==> config.mk <==
export PLATFORM = sky130hd
export DESIGN_NAME = lock_code_entry
export DESIGN_NICKNAME = d
export VERILOG_FILES = /design/src/rtl/lock_pkg.sv /design/src/rtl/btn_edge.sv /design/src/rtl/lock_code_entry.sv
export SDC_FILE = /design/constraint.sdc
export NUM_CORES = 1
export LEC_CHECK = 0
export ABC_AREA = 0
export CAP_MARGIN = 0
export CORE_UTILIZATION = 40
export DETAILED_ROUTE_END_ITERATION = 10
export SETUP_SLACK_MARGIN = 0.3
export SLEW_MARGIN = 25
export SYNTH_ARGS = -nofsm -noshare
export SYNTH_HDL_FRONTEND = slang
export SYNTH_SLANG_ARGS = --single-unit
==> constraint.sdc <==
create_clock -name clk -period 2.4 [get_ports clk]
set_input_delay 0.24 -clock clk [delete_from_list [all_inputs] [get_ports clk]]
set_output_delay 0.24 -clock clk [all_outputs]
set_load 0.005 [all_outputs]
==> src/rtl/lock_pkg.sv <==
// rtl/lock_pkg.sv - shared display codes, symbol codes and FSM state type for the lock
// Optional lockout feature: LOCK_CODE_ENTRY_LOCKOUT_EN
package lock_pkg;

    localparam logic [3:0] DIG_A     = 4'd0;
    localparam logic [3:0] DIG_B     = 4'd1;
    localparam logic [3:0] DIG_C     = 4'd2;
    localparam logic [3:0] DIG_L     = 4'd3;
    localparam logic [3:0] DIG_U     = 4'd4;
    localparam logic [3:0] DIG_BLANK = 4'd15;

    localparam logic [1:0] SYM_A = 2'd0;
    localparam logic [1:0] SYM_B = 2'd1;
    localparam logic [1:0] SYM_C = 2'd2;

    typedef enum logic [1:0] {
        IDLE,
        ENTRY,
        UNLOCKED
`ifdef LOCK_CODE_ENTRY_LOCKOUT_EN
        , LOCKOUT
`endif
    } state_e;

    // Symbol codes line up with the A/B/C display codes.
    function automatic logic [3:0] sym_digit(input logic [1:0] sym);
        return {2'b00, sym};
    endfunction

endpackage

==> src/rtl/btn_edge.sv <==
// rtl/btn_edge.sv - per-bit rising-edge detector; reset preloads current levels
module btn_edge #(
    parameter int W = 4
) (
    input  logic         clk,
    input  logic         rst,
    input  logic [W-1:0] level,
    output logic [W-1:0] rise
);

    logic [W-1:0] prev_q;
    logic [W-1:0] prev_d;

    always_comb begin
        prev_d = level;
    end

    // Loading levels during reset keeps a button held across release from firing.
    always_ff @(posedge clk) begin
        if (rst) begin
            prev_q <= level;
        end else begin
            prev_q <= prev_d;
        end
    end

    assign rise = level & ~prev_q;

endmodule

==> src/rtl/lock_code_entry.sv <==
// rtl/lock_code_entry.sv - three-button combination lock with optional lockout
// Optional lockout feature: LOCK_CODE_ENTRY_LOCKOUT_EN
module lock_code_entry
    import lock_pkg::*;
#(
    parameter int          CODE_LEN       = 4,
    parameter logic [13:0] COMBO          = 14'b00_10_01_00,
    parameter int          MAX_TRIES      = 3,
    parameter int          LOCKOUT_CYCLES = 1000
) (
    input  logic       clk,
    input  logic       rst,
    input  logic       btn_a,
    input  logic       btn_b,
    input  logic       btn_c,
    input  logic       btn_lock,
    output logic [3:0] digit,
    output logic       unlocked,
    output logic       locked_out,
    output logic [2:0] entry_count
);

    localparam int SW = 2 * CODE_LEN;

    logic [3:0] rise;
    logic       one_sym;
    logic [1:0] sym;
    logic       last_sym;
    logic [SW-1:0] syms_ins;

    state_e        state_q,       state_d;
    logic [3:0]    digit_q,       digit_d;
    logic          unlocked_q,    unlocked_d;
    logic [2:0]    entry_count_q, entry_count_d;
    logic [SW-1:0] syms_q,        syms_d;

    btn_edge #(.W(4)) u_btn_edge (
        .clk   (clk),
        .rst   (rst),
        .level ({btn_lock, btn_c, btn_b, btn_a}),
        .rise  (rise)
    );

    assign one_sym  = (rise[2:0] == 3'b001) || (rise[2:0] == 3'b010) || (rise[2:0] == 3'b100);
    assign sym      = rise[1] ? SYM_B : (rise[2] ? SYM_C : SYM_A);
    assign last_sym = (entry_count_q == 3'(CODE_LEN - 1));

    // Candidate symbol store with the current press dropped into its slot.
    always_comb begin
        syms_ins = (state_q == IDLE) ? '0 : syms_q;
        for (int i = 0; i < CODE_LEN; i++) begin
            if (i == int'(entry_count_q)) begin
                syms_ins[2*i +: 2] = sym;
            end
        end
    end

`ifdef LOCK_CODE_ENTRY_LOCKOUT_EN
    logic        locked_out_q, locked_out_d;
    logic [2:0]  fail_q,       fail_d;
    logic [19:0] lock_cnt_q,   lock_cnt_d;
    logic [2:0]  fail_inc;

    assign fail_inc   = (fail_q == 3'(MAX_TRIES)) ? fail_q : fail_q + 3'd1;
    assign locked_out = locked_out_q;
`else
    logic unused_cfg;
    assign unused_cfg = ^{MAX_TRIES[2:0], LOCKOUT_CYCLES[0]};
    assign locked_out = 1'b0;
`endif

    always_comb begin
        state_d       = state_q;
        digit_d       = digit_q;
        unlocked_d    = unlocked_q;
        entry_count_d = entry_count_q;
        syms_d        = syms_q;
`ifdef LOCK_CODE_ENTRY_LOCKOUT_EN
        locked_out_d  = locked_out_q;
        fail_d        = fail_q;
        lock_cnt_d    = lock_cnt_q;
`endif
        case (state_q)
            IDLE, ENTRY: begin
                if (one_sym) begin
                    syms_d  = syms_ins;
                    digit_d = sym_digit(sym);
                    if (state_q == ENTRY && last_sym) begin
                        entry_count_d = 3'd0;
                        if (syms_ins == COMBO[SW-1:0]) begin
                            state_d    = UNLOCKED;
                            digit_d    = DIG_U;
                            unlocked_d = 1'b1;
`ifdef LOCK_CODE_ENTRY_LOCKOUT_EN
                            fail_d     = 3'd0;
`endif
                        end else begin
                            state_d = IDLE;
                            digit_d = DIG_L;
`ifdef LOCK_CODE_ENTRY_LOCKOUT_EN
                            fail_d  = fail_inc;
                            if (fail_inc == 3'(MAX_TRIES)) begin
                                state_d      = LOCKOUT;
                                digit_d      = DIG_BLANK;
                                locked_out_d = 1'b1;
                                lock_cnt_d   = 20'(LOCKOUT_CYCLES - 1);
                            end
`endif
                        end
                    end else begin
                        state_d       = ENTRY;
                        entry_count_d = entry_count_q + 3'd1;
                    end
                end
            end
            UNLOCKED: begin
                if (rise[3]) begin
                    state_d    = IDLE;
                    digit_d    = DIG_L;
                    unlocked_d = 1'b0;
                end
            end
`ifdef LOCK_CODE_ENTRY_LOCKOUT_EN
            LOCKOUT: begin
                if (lock_cnt_q == 20'd0) begin
                    state_d      = IDLE;
                    digit_d      = DIG_L;
                    locked_out_d = 1'b0;
                    fail_d       = 3'd0;
                end else begin
                    lock_cnt_d = lock_cnt_q - 20'd1;
                end
            end
`endif
            default: begin
                state_d = IDLE;
                digit_d = DIG_L;
            end
        endcase
    end

    always_ff @(posedge clk) begin
        if (rst) begin
            state_q       <= IDLE;
            digit_q       <= DIG_L;
            unlocked_q    <= 1'b0;
            entry_count_q <= 3'd0;
            syms_q        <= '0;
`ifdef LOCK_CODE_ENTRY_LOCKOUT_EN
            locked_out_q  <= 1'b0;
            fail_q        <= 3'd0;
            lock_cnt_q    <= 20'd0;
`endif
        end else begin
            state_q       <= state_d;
            digit_q       <= digit_d;
            unlocked_q    <= unlocked_d;
            entry_count_q <= entry_count_d;
            syms_q        <= syms_d;
`ifdef LOCK_CODE_ENTRY_LOCKOUT_EN
            locked_out_q  <= locked_out_d;
            fail_q        <= fail_d;
            lock_cnt_q    <= lock_cnt_d;
`endif
        end
    end

    assign digit       = digit_q;
    assign unlocked    = unlocked_q;
    assign entry_count = entry_count_q;

endmodule

==> impl_metrics.json <==
{
  "worstHoldStart": "btn_lock",
  "drtIter0Drc": 11,
  "h-tree-depth": 1,
  "synth_top_family_by_area": "simple AND/OR/NAND/NOR gates",
  "synthMuxAreaShare_pct": 0.985,
  "nFillCells": 233,
  "ios": 15,
  "fin_cells": 156,
  "drc_errors": 0,
  "via_per_inst": 5.38,
  "crit_fanout": 5,
  "drive_above_1_share_pct": 13.3,
  "synth_cell_types": 43,
  "syn_area_sq_mm": 0.00102,
  "hp-class": "input pin to register",
  "gp_congestion": 0.813,
  "crit_arrival_ns": 2.16,
  "max_freq_mhz": 508,
  "cts.clk_slew.worst_paths_ns": 0.10,
  "maxCapViolations": 0,
  "slew_headroom_pct": 59.7,
  "final_util_pct": 51.6,
  "rr_endpoint": "digit[1]",
  "grt_usage_pct": 18.1,
  "antenna_found_initial": 0,
  "place_inst": 152,
  "grt_pass1_vias": 793,
  "synthXorXnorAreaFrac_pct": 0.862,
  "power_density_mw_per_mm2": 544,
  "cp_top_family": "compound AO/OA/AOI/OAI gates",
  "cts_buffers": 3,
  "end_kind": "register",
  "yosysTopAreaCell": "dfxtp_1",
  "critical_path_class": "register to register",
  "rsz0062_at_grt": "no",
  "status": "finished clean",
  "whs_endpoint": "u_btn_edge.prev_q[3]",
  "reg2reg_from": "entry_count[1]",
  "syn_inst": 117,
  "post_cts_resize_count": 0,
  "synth_area_per_cell_sq_um": 8.68,
  "die_width_um": 52.4,
  "avgRoutedWirePerCell_um": 13.4,
  "clk-insertion-delay-late_ns": 0.29,
  "postCtsSetupBuffers": 0,
  "port-buffer-count": 12,
  "post-place-ws_ns": 0.267,
  "whs_path_depth": 1,
  "vias": 840,
  "dp_hpwl_mm": 1.49,
  "synth_compound_area_share_pct": 21.3,
  "critPathMaxStageDelay_ns": 0.44,
  "grt_overflow": 0,
  "min_period_over_period_pct": 82.1,
  "grt_max_degree": 22,
  "crit_cells": 6,
  "path_cells": "ha_1 > nor2b_4 > nor2_4 > a32o_1 > a2111o_1 > a221o_1",
  "r2r_cells": 6,
  "drt-total-wl_mm": 2.09,
  "holdWs_ns": 0.397,
  "critPathBufInv": 0,
  "ff2ff_setup_slack_ns": 0.43,
  "ys_warn_count": 0,
  "cts_tree": "yes",
  "area_delta_synth_final_pct": 16.7,
  "hold_viol": 0,
  "setup_viol": 0,
  "tightest_slew_ns": 0.598,
  "cts_buffer_depth": 2,
  "synth_top_cell_area_share_pct": 35.5,
  "clock-sinks": 18,
  "drv_slew": 0,
  "drt_pass1_iterations": 4,
  "synth.area.top_cells": "dfxtp_1 35%, a21oi_1 4.9%, ha_1 4.9%, o31ai_1 4.4%, a211oi_1 3.0%",
  "grt_pass1_wl_mm": 3.66,
  "ys_ff_latch": 18,
  "initial_utilization_pct": 44.2,
  "crit_required_ns": 2.59,
  "die_height_um": 52.4,
  "ir_drop_uv": 322,
  "ys_seq_area_share_pct": 35.5,
  "insertedDiodeCount": 0,
  "synth-adder-area-share_pct": 4.93,
  "period_minus_slack_ns": 1.97,
  "die_area_sq_mm": 0.00275,
  "slowest_stage": "a2111o_1",
  "cts_hold_buffers": 0,
  "num_rows": 17,
  "fin_worst_skew_ns": 0.00131,
  "core_area_sq_mm": 0.00230,
  "start_kind": "register",
  "final.setup.tns_ns": 0,
  "p_leak_nw": 0.413,
  "synthSimpleGateAreaFrac_pct": 28.2,
  "fin_nets": 139,
  "cts-root-buf": "clkbuf_4",
  "setup_slack_ns": 0.431,
  "postRouteAntennaNets": 0
}
==> placed cells by master, fill, tap and decap left out, types with 3 or more instances in the layout <==
cell type	synthesis	routed
nor2_1	3	3
nand2_1	8	8
nor3_1	3	3
buf_4	3	3
nand2b_1	3	3
o21ai_0	3	3
a21oi_1	10	10
o31ai_1	6	6
clkbuf_4	0	3
inv_1	7	7
clkdlybuf4s50_1	0	12
dfxtp_1	18	17
ha_1	4	4
a211oi_1	4	4
==> cells in the mapped netlist, drive strengths merged <==
cell / instances
nand4b: 1
a21o: 1
or2b: 1
nand3: 2
o21ai: 5
clkbuf: 3
nand2b: 5
nand3b: 2
xnor2: 1
nand4: 2
conb: 1
or4b: 1
nor2: 5
a221o: 2
mux2i: 1
nand2: 8
inv: 7
ha: 4
buf: 5
clkdlybuf4s25: 1
nor3: 3
nor4: 2
a221oi: 1
or3: 2
and2b: 3
o31ai: 6
a2111o: 1
nor2b: 3
a32o: 1
and2: 2
a21oi: 11
or4: 2
a211oi: 4
dfxtp: 18
==> metal layers <==
metal	up-vias	share of wire (%)	GRT usage [%]
met4	0	0.43	4.39
met5	-	0	0
met3	2	3.9	5.51
met2	17	44	27.8
li1	437	-	-
met1	384	51	24.4
==> sequential cells by signal (all words and copies together), names as in the netlist <==
signal / count
entry_count: 3
unlocked: 1
syms_q: 6
digit: 3
state_q: 1
u_btn_edge.prev_q: 4
==> cell type report <==
class                   instances  area [sq um]  share of cell area [%]
multi-input cells              84           584                    49.3
well taps                      28          35.0                    2.95
inverters                       7          26.3                    2.22
repair buffers                 15           143                    12.0
flip-flops and latches         18           362                    30.5
clock buffers                   4          36.3                    3.06
==> report_power, final <==
group          internal (mW)  switching (mW)  leakage [nW]  total [mW]
Combinational         0.0638          0.0637         0.243       0.128
Clock                 0.0925          0.0955        0.0210       0.188
Sequential             0.315          0.0152         0.148       0.330
==> cell families after synthesis <==
kind of cell               count (synthesis)
other                                      1
buffers and inverters                     16
and+or+nand+nor                           44
xor gates and xnor gates                   1
AOI/OAI and AO/OA                         32
adders and majority gates                  4
DFF                                       18
muxes                                      1
==> through the flow <==
stage	cell area, sq um	power (mW)
2_1_floorplan	1020	0.422
3_3_place_gp	1140	0.463
3_5_place_dp	1140	0.463
4_1_cts	1180	0.653
5_1_grt	1190	0.685
6_report	1190	0.646
==> how the worst max path moves through the flow <==
| stage | from | to | slack, ns |
|---|---|---|---|
| after detailed placement | btn_b | digit[0] | 0.27 |
| after floorplan | entry_count[0] | digit[0] | 0.47 |
| final | entry_count[1] | digit[1] | 0.43 |
| after global routing | entry_count[0] | digit[1] | 0.32 |
| after CTS | entry_count[0] | digit[1] | 0.32 |
| after global placement | btn_b | digit[0] | 0.30 |
Power figures use the tool's default switching activity.
